**config.mk**
```make
export PLATFORM = sky130hd
export DESIGN_NAME = obstacle_scheduler
export DESIGN_NICKNAME = d
export VERILOG_FILES = /design/src/rtl/obstacle_scheduler.sv
export SDC_FILE = /design/constraint.sdc
export NUM_CORES = 1
export LEC_CHECK = 0
export BUFFER_PORTS_ARGS = -buffer_cell sky130_fd_sc_hd__buf_2
export CORE_UTILIZATION = 31
export CTS_BUF_LIST = sky130_fd_sc_hd__clkbuf_4
export CTS_CLUSTER_SIZE = 28
export DETAILED_ROUTE_END_ITERATION = 6
export GPL_TIMING_DRIVEN = 0
export PLACE_DENSITY = 0.53
export RECOVER_POWER = 25
export SYNTH_ARGS = -nofsm -noshare
export SYNTH_HDL_FRONTEND = slang
export SYNTH_SLANG_ARGS = --single-unit
```
**constraint.sdc**
```tcl
create_clock -name clk -period 9.35 [get_ports clk]
set_clock_uncertainty 0.2 [all_clocks]
set_input_delay 1.87 -clock clk [delete_from_list [all_inputs] [get_ports clk]]
set_output_delay 1.87 -clock clk [all_outputs]
set_load 0.05 [all_outputs]
```
**src/rtl/obstacle_scheduler.sv**
```systemverilog
// rtl/obstacle_scheduler.sv - obstacle slot pool: spawn, scroll, retire; optional DIFFICULTY_RAMP_EN speed ramp
module obstacle_scheduler #(
  parameter int NSLOT      = 4,
  parameter int SPAWN_X    = 640,
  parameter int SPEED_INIT = 2,
  parameter int SPEED_MAX  = 8,
  parameter int SPEED_STEP = 5,
  parameter int MIN_GAP    = 60
) (
  input  logic                 clk,
  input  logic                 rst,
  input  logic                 frame_tick,
  input  logic                 start,
  input  logic                 collide,
  output logic [1:0]           state,
  output logic [NSLOT-1:0]     obs_valid,
  output logic [NSLOT*10-1:0]  obs_x,
  output logic [NSLOT*2-1:0]   obs_type,
  output logic [3:0]           speed,
  output logic                 pass_pulse,
  output logic [15:0]          pass_cnt
);

  localparam logic [1:0] ST_IDLE   = 2'd0;
  localparam logic [1:0] ST_RUN    = 2'd1;
  localparam logic [1:0] ST_FROZEN = 2'd2;

  localparam logic [9:0]  SPAWN_X10 = 10'(SPAWN_X);
  // Speed register is 4 bits and must never be 0; start value is clamped under the ceiling.
  localparam int          SPEED_TOP  = (SPEED_MAX > 15) ? 15 : SPEED_MAX;
  localparam int          SPEED_BASE = (SPEED_INIT < 1) ? 1 :
                                       ((SPEED_INIT > SPEED_TOP) ? SPEED_TOP : SPEED_INIT);
  localparam logic [3:0]  SPEED_LO   = 4'(SPEED_BASE);
  localparam int          STEP_W     = $clog2(SPEED_STEP + 1);
  localparam logic [15:0] LFSR_SEED  = 16'hACE1;
  localparam logic [15:0] LFSR_TAPS  = 16'hB400;

  logic [15:0]         gap_q, gap_d;
  logic [15:0]         lfsr_q, lfsr_d;
  logic [STEP_W-1:0]   step_q, step_d;
  logic [1:0]          state_d;
  logic [NSLOT-1:0]    valid_d;
  logic [NSLOT*10-1:0] x_d;
  logic [NSLOT*2-1:0]  type_d;
  logic [3:0]          speed_d;
  logic                pulse_d;
  logic [15:0]         cnt_d;
  logic [3:0]          retire_n;
  logic                spawned;
  logic [16:0]         cnt_sum;
  logic [9:0]          slot_x;

  // Next-state: mode changes, per-tick retire/scroll/spawn, LFSR and pass accounting
  always_comb begin
    state_d  = state;
    valid_d  = obs_valid;
    x_d      = obs_x;
    type_d   = obs_type;
    speed_d  = speed;
    pulse_d  = 1'b0;
    cnt_d    = pass_cnt;
    gap_d    = gap_q;
    lfsr_d   = lfsr_q;
    step_d   = step_q;
    retire_n = 4'd0;
    spawned  = 1'b0;
    cnt_sum  = 17'd0;
    slot_x   = 10'd0;
    case (state)
      ST_IDLE, ST_FROZEN: begin
        if (start) begin
          state_d = ST_RUN;
          valid_d = '0;
          x_d     = '0;
          type_d  = '0;
          cnt_d   = 16'd0;
          speed_d = SPEED_LO;
          gap_d   = 16'd0;
          step_d  = '0;
        end
      end
      ST_RUN: begin
        if (collide) begin
          // Collision beats a coincident tick: the board freezes exactly as it stands.
          state_d = ST_FROZEN;
        end else if (frame_tick) begin
          for (int i = 0; i < NSLOT; i++) begin
            slot_x = obs_x[i*10 +: 10];
            if (obs_valid[i]) begin
              if (slot_x <= {6'd0, speed}) begin
                valid_d[i] = 1'b0;
                retire_n   = retire_n + 4'd1;
`ifdef DIFFICULTY_RAMP_EN
                if (step_d == STEP_W'(SPEED_STEP - 1)) begin
                  step_d = '0;
                  if (speed_d < 4'(SPEED_TOP)) speed_d = speed_d + 4'd1;
                end else begin
                  step_d = step_d + STEP_W'(1);
                end
`endif
              end else begin
                x_d[i*10 +: 10] = slot_x - {6'd0, speed};
              end
            end
          end
          if (gap_q != 16'd0) begin
            gap_d = gap_q - 16'd1;
          end else begin
            // Only slots free before this tick are candidates, so a just-retired slot waits a tick.
            for (int i = 0; i < NSLOT; i++) begin
              if (!obs_valid[i] && !spawned) begin
                spawned             = 1'b1;
                valid_d[i]          = 1'b1;
                x_d[i*10 +: 10]     = SPAWN_X10;
                type_d[i*2 +: 2]    = lfsr_q[1:0];
                gap_d               = 16'(MIN_GAP) + {11'd0, lfsr_q[4:0]};
              end
            end
          end
          lfsr_d  = {1'b0, lfsr_q[15:1]} ^ (lfsr_q[0] ? LFSR_TAPS : 16'h0000);
          cnt_sum = {1'b0, pass_cnt} + {13'd0, retire_n};
          cnt_d   = cnt_sum[16] ? 16'hFFFF : cnt_sum[15:0];
          pulse_d = (retire_n != 4'd0);
        end
      end
      default: state_d = ST_IDLE;
    endcase
  end

  // State and output registers with asynchronous active-low reset
  always_ff @(posedge clk or negedge rst) begin
    if (!rst) begin
      state      <= ST_IDLE;
      obs_valid  <= '0;
      obs_x      <= '0;
      obs_type   <= '0;
      speed      <= SPEED_LO;
      pass_pulse <= 1'b0;
      pass_cnt   <= 16'd0;
      gap_q      <= 16'd0;
      lfsr_q     <= LFSR_SEED;
      step_q     <= '0;
    end else begin
      state      <= state_d;
      obs_valid  <= valid_d;
      obs_x      <= x_d;
      obs_type   <= type_d;
      speed      <= speed_d;
      pass_pulse <= pulse_d;
      pass_cnt   <= cnt_d;
      gap_q      <= gap_d;
      lfsr_q     <= lfsr_d;
      step_q     <= step_d;
    end
  end

endmodule
```
==> run summary, run 1 <==
The vertical extent of the die is around 140 um. The final reports fail on capacitance limit, slew limit. TritonCTS built the clock tree. Once the floorplan was initialized, standard cells occupied 32.0% of the core. The post-route non-filler standard cell count is about 900. The number of register bits inferred by synthesis is a little under 100. Across the VDD grid, the largest voltage drop is roughly 0.075 mV. For this run, the number of Yosys warnings is 0. In the synthesized netlist the dominant register cell turns out to be dfrtp_1. Headroom to the max-slew limit came out at -116%. After legalization and detailed placement, the total HPWL measured approximately 11 mm.

The placeable core area came out at 17400 um^2. At the worst endpoint, the arrival time is approximately 6 ns. The final antenna diode count came out at 0. The DRC violations left came out at 0.

The worst path setup slack after routing came out at 3.45 ns. Yosys mapped the design onto 84 distinct sky130hd cell types. The area of all placed cells without fillers came out at 6370 um^2.

The wire length of the first global-routing pass is roughly 25 mm. The global-route total usage across every layer came out at 17.0%. By startpoint and endpoint, the worst setup path is classified as in2async. The share of the core filled with cells in the final layout is 36.6%. The total wirelength of the detailed-routed design came out at between 10 and 15 mm.

The tree is rooted in a clkbuf_4. The final max-slew violation count came out at slightly above 100. The setup slack after placement is between 4 and 5 ns. In this run the deepest clock path goes through 2 buffers. The number of CTS-inserted buffers is 9. The cell count after placement came out at roughly 890. The number of core rows came out at 48. The H-tree was split into 3 levels. The worst-margin pin slew is 3.24 ns.

The flow ran to the end, but the final reports show violations. The first-iteration detailed-routing DRC count came out at about 270. The number of synthesized flops with an enable pin is 0.

After layout, the worst path uses between 60% and 70% of the clock period. The most critical setup path has its startpoint at rst. The fmax is ~0.17 GHz. The maximum fanout along the worst path is 59. The synthesized instance count is slightly below 600. The length in cells of the worst reg-to-reg path came out at 18. In this run the count of I/O pins placed on the die edge is 80. The synthesized area divided by synthesized cell count came out at roughly 9.6 um^2. The maximum number of pins on one net before global-route repair is 60. The number of setup buffers added after CTS is 0.

The path length in cells of the critical path is 2. The min-delay analysis places its worst path in the category reg2reg. The cell that appears most often on the critical path is clkbuf_1. The cell type group with the largest total delay on the critical path is buffers and inverters. The setup slack of the most critical reg-to-reg path is around 4.5 ns.

The startpoint kind of the worst setup timing path is an input pin. The capturing element of the worst setup path is obs_x[35]$_DFFE_PN0P_. For this design, the slowest cell found on the critical path is clkbuf_1. The design draws between 1 and 1.5 mW. The nature of the critical path endpoint is an asynchronous set/reset pin.

The tool flagged a number of max-cap violations equal to 2. The cell area that synthesis handed to floorplanning was ~5600 um^2. The number of antenna violations at the first check in global routing is 0. The required time of the worst setup path came out at around 9.3 ns. The final estimated routing congestion in global placement came out at ~0.8. The minimum hold slack came out at around 0.27 ns. The post-cts sizing count came out at 0. The share of the synthesized area in the top cell type came out at between 40% and 50%. The sequential cell area fraction in the yosys report is between 40% and 50%.

The time the worst path needs with I/O delays and setup is a little under 6 ns. The detailed router placed approximately 4.7k vias in this run. The clock net in this run drives a total of 99 sinks.

The placed instance area came out at between 6000 and 7000 um^2. The reg-to-reg startpoint is obs_x[7]$_DFFE_PN0P_. The net count reported at finish is between 600 and 700. Setup repair after global routing left no endpoint under its margin.

In the final layout, the share of cells above drive strength 1 is a little over a fifth. The power per cell area is approximately 200 nW/um^2. The hold-fix buffer count after cts is 0. The first detailed-routing pass took 4 iterations.

The clock network latency to the later pin of the worst-skew pair is around 0.48 ns. The area added between synthesis and finish came out at 14.4%. In this run the remaining antenna-violating nets after routing total 0.

The detail-routed via count per cell is 5.17. The total die area came out at 18500 um^2. The peak per-stage delay on the critical path came out at roughly 2.2 ns.

The worst reg2reg path endpoint is pass_cnt[8]$_DFFE_PN0P_. The cell type with the largest total area after synthesis is dfrtp_1. Clock-pin slew was measured on the worst setup and hold paths at ~0.15 ns. The static leakage came out at approximately 3 nW. The final number of hold-violating endpoints was 0.

In the layout the commonest cells are dfrtp_1 (91), buf_2 (74), nand2_1 (69). The async set-reset flop share out of synthesis is 100%. The die is 136 um wide. In the final routed layout, each cell accounts on average for about 16 um. After synthesis, the cell types taking the most area are dfrtp_1 (41%), nand2_1 (4.6%), nor2_1 (3.9%). Traced cell by cell, the critical path runs through clkbuf_1 > clkbuf_1.

The final setup TNS came out at 0 ns. The library cell used most frequently in the layout, excluding fill and tap cells, is dfrtp_1. The count of buffers added on input and output ports is around 70. Setup violations remaining at the end of the flow were counted as 0. For this run the aggregate overflow at the end of global routing stands at 0. The number of buffers and inverters on the critical path is 2. The number of global-route vias before repair came out at 4644.
-- metal layers --
metal	wire length (um)	track usage [%]
met5	0	0
met2	6940	27.7
met4	199	4.32
met1	6950	22.7
met3	675	3.88
-- sequential cells by signal (all words and copies together) (netlist names) --
register and count:
obs_x 36, gap_q 16, lfsr_q 16, pass_cnt 16, obs_type 8, obs_valid 4
state 2, pass_pulse 1
-- how the worst min path moves through the flow --
stage	startpoint	to	slack, ns	cells after the start
floorplan	lfsr_q[6]$_DFFE_PN1P_	lfsr_q[5]$_DFFE_PN1P_	0.23	2
global placement	lfsr_q[6]$_DFFE_PN1P_	lfsr_q[5]$_DFFE_PN1P_	0.25	2
detailed placement	lfsr_q[6]$_DFFE_PN1P_	lfsr_q[5]$_DFFE_PN1P_	0.24	2
CTS	lfsr_q[6]$_DFFE_PN1P_	lfsr_q[5]$_DFFE_PN1P_	0.26	2
global route	lfsr_q[5]$_DFFE_PN1P_	lfsr_q[5]$_DFFE_PN1P_	0.28	2
finish	lfsr_q[6]$_DFFE_PN1P_	lfsr_q[5]$_DFFE_PN1P_	0.27	2
-- final cells by class --
| cell class | count | area, um^2 |
|---|---|---|
| inverters | 28 | 105 |
| well taps | 225 | 282 |
| fillers | 1818 | 11000 |
| flip-flops and latches | 99 | 2490 |
| plain buffers | 29 | 154 |
| repair buffers | 72 | 357 |
| clock inverters | 4 | 51.3 |
| multi-input cells | 433 | 2850 |
| clock buffers | 12 | 90.1 |
-- synthesized netlist by cell type (7+ instances only) --
| cell type | count |
|---|---|
| o21ai_0 | 31 |
| nor3_1 | 18 |
| dfstp_2 | 8 |
| xor2_1 | 16 |
| a31oi_1 | 9 |
| nand3_1 | 19 |
| inv_1 | 28 |
| nand2_1 | 69 |
| and3_1 | 9 |
| dfrtp_1 | 91 |
| a211oi_1 | 7 |
| o22ai_1 | 9 |
| buf_4 | 8 |
| a21oi_1 | 18 |
| nor2_1 | 58 |
| nor4_1 | 11 |
| ha_1 | 13 |
| clkbuf_1 | 14 |
| xnor2_1 | 20 |
-- logic make-up after synthesis --
kind of cell | Yosys count | synth area share, %
compound gates | 124 | 15.6
xor+xnor | 37 | 5.95
fa+ha+maj | 14 | 3.28
buf+inv | 57 | 4.65
flops | 99 | 44.6
mux | 3 | 0.539
other cells | 2 | 0.135
simple gates | 247 | 25.2
-- power by group --
part	total (mW)	internal (mW)	switching, mW
registers	0.561	0.498	0.0629
logic	0.454	0.157	0.298
clock network	0.241	0.0909	0.150
total	1.26	0.745	0.510
No activity file was read; power rests on OpenSTA's default activity.
==> run 2: changes to the inputs <==
Settings changed: ABC_AREA set to 1, PLACE_DENSITY 0.53 to 0.55.
Clock period 9.35 ns to 5.3 ns, I/O delays scaled along.
==> run summary, run 2 <==
Dividing the final minimum period by the clock period gives around 86%. The number of register bits inferred by synthesis came out at 99 (unchanged). The async set-reset flop share out of synthesis came out at 100% (unchanged). The worst-path cell with the longest stage delay is dfrtp_1 (was clkbuf_1). The wire length of the first global-routing pass was 25.4 mm (was 24.6 mm). The sequential cell area fraction in the yosys report was 42.9% (was 44.6%). The first-iteration detailed-routing DRC count came to 293 (was 273). The net count reported at finish came out at 880 (was 691). Dominant cells by area after synthesis: dfrtp_1 (39%), nand2_1 (12%), inv_1 (6.4%) (was dfrtp_1 (41%), nand2_1 (4.6%), nor2_1 (3.9%)). For the finished layout, the period the worst path requires is about 4.6 ns. The share of final-layout standard cells stronger than drive strength 1 came out at 16.1% (was 21.7%). The required time of the worst setup path came out at 5.49 ns (was 9.32 ns). The peak supply drop came to 0.163 mV (was 0.0753 mV). Failing checks: DRC, capacitance limit, slew limit (was capacitance limit, slew limit). The number of CTS-inserted buffers is 9 (unchanged). The count of distinct cell types in the synthesized netlist is 45 (was 84). The number of setup buffers added after CTS is 0 (unchanged).

The horizontal extent of the die is 139 um (was 136 um). The detail-routed via count per cell came out at 4.72 (was 5.17). The number of sinks driven by the clock tree is 99 (unchanged).

RSZ-0062 raised after global routing: no (unchanged). The critical path buffer and inverter count came out at 2 (unchanged). The maximum number of pins on one net before global-route repair is 64 (was 60). The critical path start-end classification is reg2reg (was in2async). The most common flop cell mapped by yosys is dfrtp_1 (unchanged). The cell type group with the largest total delay on the critical path is simple AND/OR/NAND/NOR gates (was buffers and inverters). The number of antenna violations at the first check in global routing came out at 1 (was 0). The clock tree from TritonCTS is yes (unchanged). The vertical extent of the die came out at 139 um (was 136 um). The final setup TNS came to 0 ns (unchanged).

The commonest non-fill, non-tap cell in the layout is nand2_1 (was dfrtp_1). The final-report setup violation count came out at 0 (unchanged). The number of placed I/O pins is 80 (unchanged).

The cell count after placement came to 1079 (was 886). The length in cells of the worst reg-to-reg path is 21 (was 18). The final max-slew violation count came to 64 (was 102). The static leakage was 3.49 nW (was 3.00 nW). The peak per-stage delay on the critical path came to 0.46 ns (was 2.24 ns). The number of synthesized flops with an enable pin came out at 0 (unchanged). The power per cell area is 435 nW/um^2 (was 197 nW/um^2). The maximum fanout along the worst path is 10 (was 59). The post-cts sizing count is 0 (unchanged). The origin of the worst min-delay path is lfsr_q[7]$_DFFE_PN1P_ (was lfsr_q[6]$_DFFE_PN1P_).

The register name with the most flops is obs_x (unchanged). The path length in cells of the critical path is 21 (was 2). The cell type with the largest total area after synthesis was dfrtp_1 (unchanged). The clock network latency to the later pin of the worst-skew pair is 0.50 ns (was 0.48 ns). The buffer levels on the longest clock path is 2 (unchanged). The synthesized instance count came out at 772 (was 583). The synthesized area divided by synthesized cell count came to 7.51 um^2 (was 9.56 um^2). The reg-to-reg startpoint is obs_x[17]$_DFFE_PN0P_ (was obs_x[7]$_DFFE_PN0P_).

The DRC violations left is 4 (was 0). The vias after detailed routing is 5162 (was 4662). The number of global-route vias before repair is 4897 (was 4644). The total wirelength of the detailed-routed design is 15.3 mm (was 14.8 mm).

The root buffer cell is clkbuf_4 (unchanged). Most frequent cells after synthesis: nand2_1 (186), inv_1 (99), nor2_1 (94) (was dfrtp_1 (91), nand2_1 (69), nor2_1 (58)). The number of detailed-routing iterations run before antenna repair is 7 (was 4).

The residual antenna-violating net count after detailed routing is 0 (unchanged). The placeable core area came out at 18100 um^2 (was 17400 um^2). The share of the synthesized area in the top cell type is 39.3% (was 40.9%). The hold-fix buffer count after cts came out at 0 (unchanged).

The final estimated routing congestion in global placement was 0.810 (was 0.800). The final global-route overflow total came out at 0 (unchanged). The setup slack of the most critical reg-to-reg path is 0.73 ns (was 4.47 ns).

The worst slew slack as a fraction of its limit is -135% (was -116%). The number of levels the H-tree was split into came to 3 (unchanged). The flip-flop count of the largest register, all copies and words added is 36 (unchanged).

The worst reg2reg path endpoint is pass_cnt[5]$_DFFE_PN0P_ (was pass_cnt[8]$_DFFE_PN0P_). Result of the run: finished, violations left (unchanged). The fmax is roughly 0.22 GHz. The nature of the critical path endpoint is a flip-flop (was asynchronous set/reset pin).

The startpoint kind of the worst setup timing path is a flip-flop (was input pin). The total half-perimeter wirelength after legalization and detailed placement was 11.1 mm (was 10.9 mm). The clock input transition at the sequential cells of the worst setup and hold paths is 0.14 ns (was 0.15 ns). The starting density of the core is 32.0% (about the same). The post-route non-filler standard cell count is 1093 (was 902). The total of max-cap violations came out at 1 (was 2). Critical-path cell list: nor2_1 > nand2_1 > nor3_1 > nand2_1 > nand2_1 > inv_1 > ha_1 > nand2_1 > nand2_1 > ha_1 > or2_2 > nand2_1 > fa_1 > o21ai_2 > nand2_1 > nor2_1 > nand4_1 > nor2_1 > buf_2 > o21ai_0 > o21ai_0 (was clkbuf_1 > clkbuf_1). The global-route total usage across every layer is 16.7% (was 17.0%).

The worst-margin pin slew is 3.52 ns (was 3.24 ns). The cell area after synthesis came out at 5800 um^2 (was 5570 um^2). The final number of hold-violating endpoints is 0 (unchanged). The most instantiated library cell after synthesis was nand2_1 (was dfrtp_1). Commonest cells after routing, fill and taps aside: nand2_1 (186), inv_1 (99), nor2_1 (94) (was dfrtp_1 (91), buf_2 (74), nand2_1 (69)). The area added between synthesis and finish came out at 13.2% (was 14.4%). The number of core rows came to 49 (was 48).

The cell repeated most along the worst path is nand2_1 (was clkbuf_1). The path category of the worst min-delay check is reg2reg (unchanged). The launching instance or port of the critical path is obs_x[17]$_DFFE_PN0P_ (was rst).

The number of input and output port buffers inserted came out at 71 (unchanged). The Yosys warning count came out at 0 (unchanged). The worst path arrival time came out at 4.76 ns (was 5.87 ns). The capturing element of the worst setup path is pass_cnt[5]$_DFFE_PN0P_ (was obs_x[35]$_DFFE_PN0P_). The total die area came out at 19300 um^2 (was 18500 um^2). The detail-routed net length per standard cell came out at 14.0 um (was 16.4 um).
-- run 2: worst min path at each step --
stage          depth (start not counted)                    end  slack, ns
4_1_cts                                2  lfsr_q[7]$_DFFE_PN1P_       0.27
6_report                               2  lfsr_q[7]$_DFFE_PN1P_       0.27
5_1_grt                                2  lfsr_q[6]$_DFFE_PN1P_       0.29
3_3_place_gp                           2  lfsr_q[5]$_DFFE_PN1P_       0.25
3_5_place_dp                           2  lfsr_q[7]$_DFFE_PN1P_       0.25
2_1_floorplan                          2  lfsr_q[8]$_DFFE_PN0P_       0.24
-- run 2: cells by family (layout without fill, tap and decap cells) --
| family | Yosys count | in the layout | synth area share (%) |
|---|---|---|---|
| and+or+nand+nor | 369 | 369 | 27.1 |
| buffers and inverters | 129 | 214 | 9.34 |
| AOI/OAI and AO/OA | 122 | 122 | 11.8 |
| DFF | 99 | 99 | 42.9 |
| xor gates and xnor gates | 37 | 37 | 5.59 |
| adders and majority gates | 14 | 14 | 3.15 |
| other | 2 | 9 | 0.129 |
-- run 2: layout make-up --
cell class / count / area, um^2
diodes: 1 / 2.50
plain buffers: 26 / 153
clock buffers: 10 / 75.1
clock inverters: 3 / 18.8
fillers: 1957 / 11600
inverters: 103 / 389
multi-input cells: 550 / 2790
flip-flops and latches: 99 / 2490
well taps: 229 / 287
repair buffers: 72 / 359
-- run 2: metal layers --
| metal | vias up | track usage (%) | share of wire [%] |
|---|---|---|---|
| li1 | 2630 | - | - |
| met1 | 2409 | 23.1 | 48 |
| met2 | 101 | 26.1 | 45 |
| met3 | 22 | 2.80 | 4.5 |
| met4 | 0 | 6.49 | 2.2 |
| met5 | - | 0 | 0 |
-- run 2: stage by stage --
stage	total power [mW]	cell area, um^2	setup WS (ns)	hold slack (ns)	util, %
final	2.86	6570	0.731	0.272	36.2
after global routing	3.10	6570	0.181	0.293	36.2
after CTS	2.89	6580	0.787	0.273	36.3
after detailed placement	2.52	6490	0.861	0.254	35.7
after global placement	2.51	6460	0.905	0.254	35.6
after floorplan	2.14	5820	1.28	0.242	-
-- run 2: power breakdown --
part           switching [mW]  internal [mW]
clock                   0.263         0.0927
combinational            1.02          0.433
sequential              0.127          0.920
total                    1.41           1.45
-- run 2: worst register-to-register path, cell delays in order (launching register included) --
cell	delay (ns)
dfrtp_1	0.46
nor2_1	0.17
nand2_1	0.09
nor3_1	0.44
nand2_1	0.17
nand2_1	0.11
inv_1	0.05
ha_1	0.28
nand2_1	0.09
nand2_1	0.06
ha_1	0.26
or2_2	0.11
nand2_1	0.09
fa_1	0.46
o21ai_2	0.20
nand2_1	0.09
nor2_1	0.34
nand4_1	0.20
nor2_1	0.17
buf_2	0.24
o21ai_0	0.11
o21ai_0	0.08
==> run 3: changes to the inputs <==
Settings changed: CORE_UTILIZATION 31 to 50, PLACE_DENSITY 0.55 to 0.79.
==> run summary, run 3 (synthesis gave the netlist of run 2 again) <==
Result of the run: finished, violations left (unchanged). Failing checks: capacitance limit, slew limit (was DRC, capacitance limit, slew limit). The residual antenna-violating net count after detailed routing came out at 0 (unchanged).

The cell count after placement came out at 990 (was 1079). Critical-path cell list: nor2_1 > nand2_1 > nor3_1 > nand2_1 > nand2_1 > inv_1 > ha_1 > nand2_1 > nand2_1 > ha_1 > or2_2 > nand2_1 > fa_1 > o21ai_2 > nand2_1 > nor2_1 > nand4_1 > nor2_1 > buf_2 > o21ai_0 > o21ai_0 (unchanged). The startpoint kind of the worst setup timing path was a flip-flop (unchanged). The number of core rows came out at 38 (was 49).

The number of input and output port buffers inserted is 71 (unchanged). The total die area is 12000 um^2 (was 19300 um^2). The starting density of the core came out at 52.4% (was 32.0%). The wire length of the first global-routing pass is 23.3 mm (was 25.4 mm). The maximum fanout along the worst path is 10 (unchanged).

The final antenna diode count came out at 0 (was 1). The hold-fix buffer count after cts is 0 (unchanged). The placed instance area was 6380 um^2 (was 6490 um^2). The number of setup buffers added after CTS was 0 (unchanged).

The fmax was 0.222 GHz (was 0.219 GHz). Commonest cells after routing, fill and taps aside: nand2_1 (186), inv_1 (99), nor2_1 (94) (unchanged). The final-report setup violation count came out at 0 (unchanged). The proportion of total power due to net switching came out at 49.2% (was 49.4%). The number of CTS-inserted buffers is 9 (unchanged).

The placeable core area is 11100 um^2 (was 18100 um^2). The number of filler cells placed in the layout came out at 1024 (was 1957). The final critical-path share of the clock period came out at 84.9% (was 86.2%). The time the worst path needs with I/O delays and setup is 4.50 ns (was 4.57 ns). The peak per-stage delay on the critical path came to 0.46 ns (about the same).

The required time of the worst setup path came to 5.49 ns (about the same). The peak supply drop came out at 0.264 mV (was 0.163 mV). The area added between synthesis and finish is 11.7% (was 13.2%). The first-iteration detailed-routing DRC count is 369 (was 293). The final estimated routing congestion in global placement is 0.897 (was 0.810). The total of max-cap violations came out at 1 (unchanged). The worst-margin pin slew is 2.33 ns (was 3.52 ns). The horizontal extent of the die is 110 um (was 139 um). The clock tree from TritonCTS is yes (unchanged).

The number of levels the H-tree was split into is 3 (unchanged). The post-route non-filler standard cell count is 1006 (was 1093). The vertical extent of the die came to 110 um (was 139 um). The final global-route overflow total is 0 (unchanged). The total half-perimeter wirelength after legalization and detailed placement is 10.2 mm (was 11.1 mm). The origin of the worst min-delay path is lfsr_q[7]$_DFFE_PN1P_ (unchanged). The number of placed I/O pins came to 80 (unchanged). The sequential share of power is 36.4% (was 36.6%).

The maximum number of pins on one net before global-route repair is 56 (was 64). The path category of the worst min-delay check is reg2reg (unchanged). The overall power after layout is 2.88 mW (was 2.86 mW). The internal power consumption is 1.46 mW (was 1.45 mW). The register area came out at 2490 um^2 (unchanged). The cell repeated most along the worst path was nand2_1 (unchanged). The length in cells of the worst reg-to-reg path is 21 (unchanged).

The nature of the critical path endpoint was a flip-flop (unchanged). The net count reported at finish is 880 (unchanged). The clock network latency to the later pin of the worst-skew pair came out at 0.47 ns (was 0.50 ns). The area of the multi-input gates came out at 2790 um^2 (unchanged). The post-cts sizing count is 0 (unchanged). The worst slew slack as a fraction of its limit came out at -55.6% (was -135%). The number of detailed-routing iterations run before antenna repair is 5 (was 7).

The detail-routed via count per cell came to 5.24 (was 4.72). The vias after detailed routing is 5275 (was 5162). The number of cells on the worst hold path is 2 (unchanged). The area of all placed cells without fillers is 6480 um^2 (was 6570 um^2). RSZ-0062 raised after global routing: no (unchanged). The number of global-route vias before repair came out at 5004 (was 4897). The register name with the most flops is obs_x (unchanged). The launching instance or port of the critical path is obs_x[13]$_DFFE_PN0P_ (was obs_x[17]$_DFFE_PN0P_).

The net load switching power came to 1.42 mW (was 1.41 mW). The final setup TNS is 0 ns (unchanged). The final number of hold-violating endpoints is 0 (unchanged). The number of antenna violations at the first check in global routing came to 0 (was 1). The critical path start-end classification is reg2reg (unchanged). The buffer levels on the longest clock path came out at 2 (unchanged). The root buffer cell is clkbuf_4 (unchanged). The flip-flop count of the largest register, all copies and words added is 36 (unchanged).

The global-route total usage across every layer came out at 25.2% (was 16.7%). The number of sinks driven by the clock tree came out at 99 (unchanged). The worst path arrival time is 4.70 ns (was 4.76 ns). The relative contribution of the clock network to total power is 13.1% (was 12.4%). The static leakage is 3.52 nW (was 3.49 nW). The share of final-layout standard cells stronger than drive strength 1 is 16.4% (was 16.1%). The total wirelength of the detailed-routed design came out at 14.1 mm (was 15.3 mm).

The clock input transition at the sequential cells of the worst setup and hold paths came to 0.16 ns (was 0.14 ns). The share of total power in combinational logic came out at 50.5% (was 50.9%). The worst-path cell with the longest stage delay is dfrtp_1 (unchanged). The commonest non-fill, non-tap cell in the layout was nand2_1 (unchanged).

The DRC violations left is 0 (was 4). The power per cell area is 445 nW/um^2 (was 435 nW/um^2). The reg-to-reg startpoint is obs_x[13]$_DFFE_PN0P_ (was obs_x[17]$_DFFE_PN0P_). The final max-slew violation count came out at 46 (was 64). The detail-routed net length per standard cell came out at 14.0 um (about the same).
## run 3: routing by layer
layer | wire, um | GRT usage (%) | part of all wire [%]
met5 | 0 | 0 | 0
met1 | 6250 | 32.9 | 44
met4 | 351 | 9.33 | 2.5
met2 | 6770 | 41.4 | 48
met3 | 753 | 4.98 | 5.3
## run 3: stage by stage
stage               worst slack, ns  utilization (%)  hold WS (ns)
finish                        0.798             58.5         0.273
global route                  0.530             58.5         0.283
CTS                           0.921             58.7         0.274
detailed placement            0.974             57.6         0.253
global placement               1.01             57.4         0.254
floorplan                      1.28                -         0.242
## run 3: worst paths after layout
path                       slack [ns]                        to
setup / recovery                 0.80  pass_cnt[13]$_DFFE_PN0P_
hold / removal                   0.27     lfsr_q[7]$_DFFE_PN1P_
setup reg to reg                 0.80  pass_cnt[13]$_DFFE_PN0P_
hold reg to reg                  0.27     lfsr_q[7]$_DFFE_PN1P_
max in group asynchronous        1.47      gap_q[3]$_DFFE_PN0P_
min in group asynchronous        1.06     obs_x[14]$_DFFE_PN0P_
## run 3: area by class of cell
type | instances | area share (%)
multi-input cells | 550 | 43.1
flip-flops and latches | 99 | 38.4
inverters | 103 | 6.01
repair buffers | 72 | 5.54
well taps | 140 | 2.70
plain buffers | 26 | 2.36
clock buffers | 11 | 1.27
clock inverters | 5 | 0.579
## run 3: worst max-delay path: cells and delay by family, from the launching register on
kind / cells / cell delay, ns
simple gates: 13 / 2.06
flops: 1 / 0.46
compound gates: 3 / 0.40
fa+ha+maj: 3 / 1.01
buf+inv: 2 / 0.28
## run 3: power groups by stage
stage	clock, mW	sequential, mW	combinational [mW]
after floorplan	0	1.21	0.929
after global routing	0.410	1.07	1.63
after detailed placement	0	1.06	1.44
after global placement	0	1.06	1.41
final	0.377	1.05	1.46
after CTS	0.385	1.05	1.45
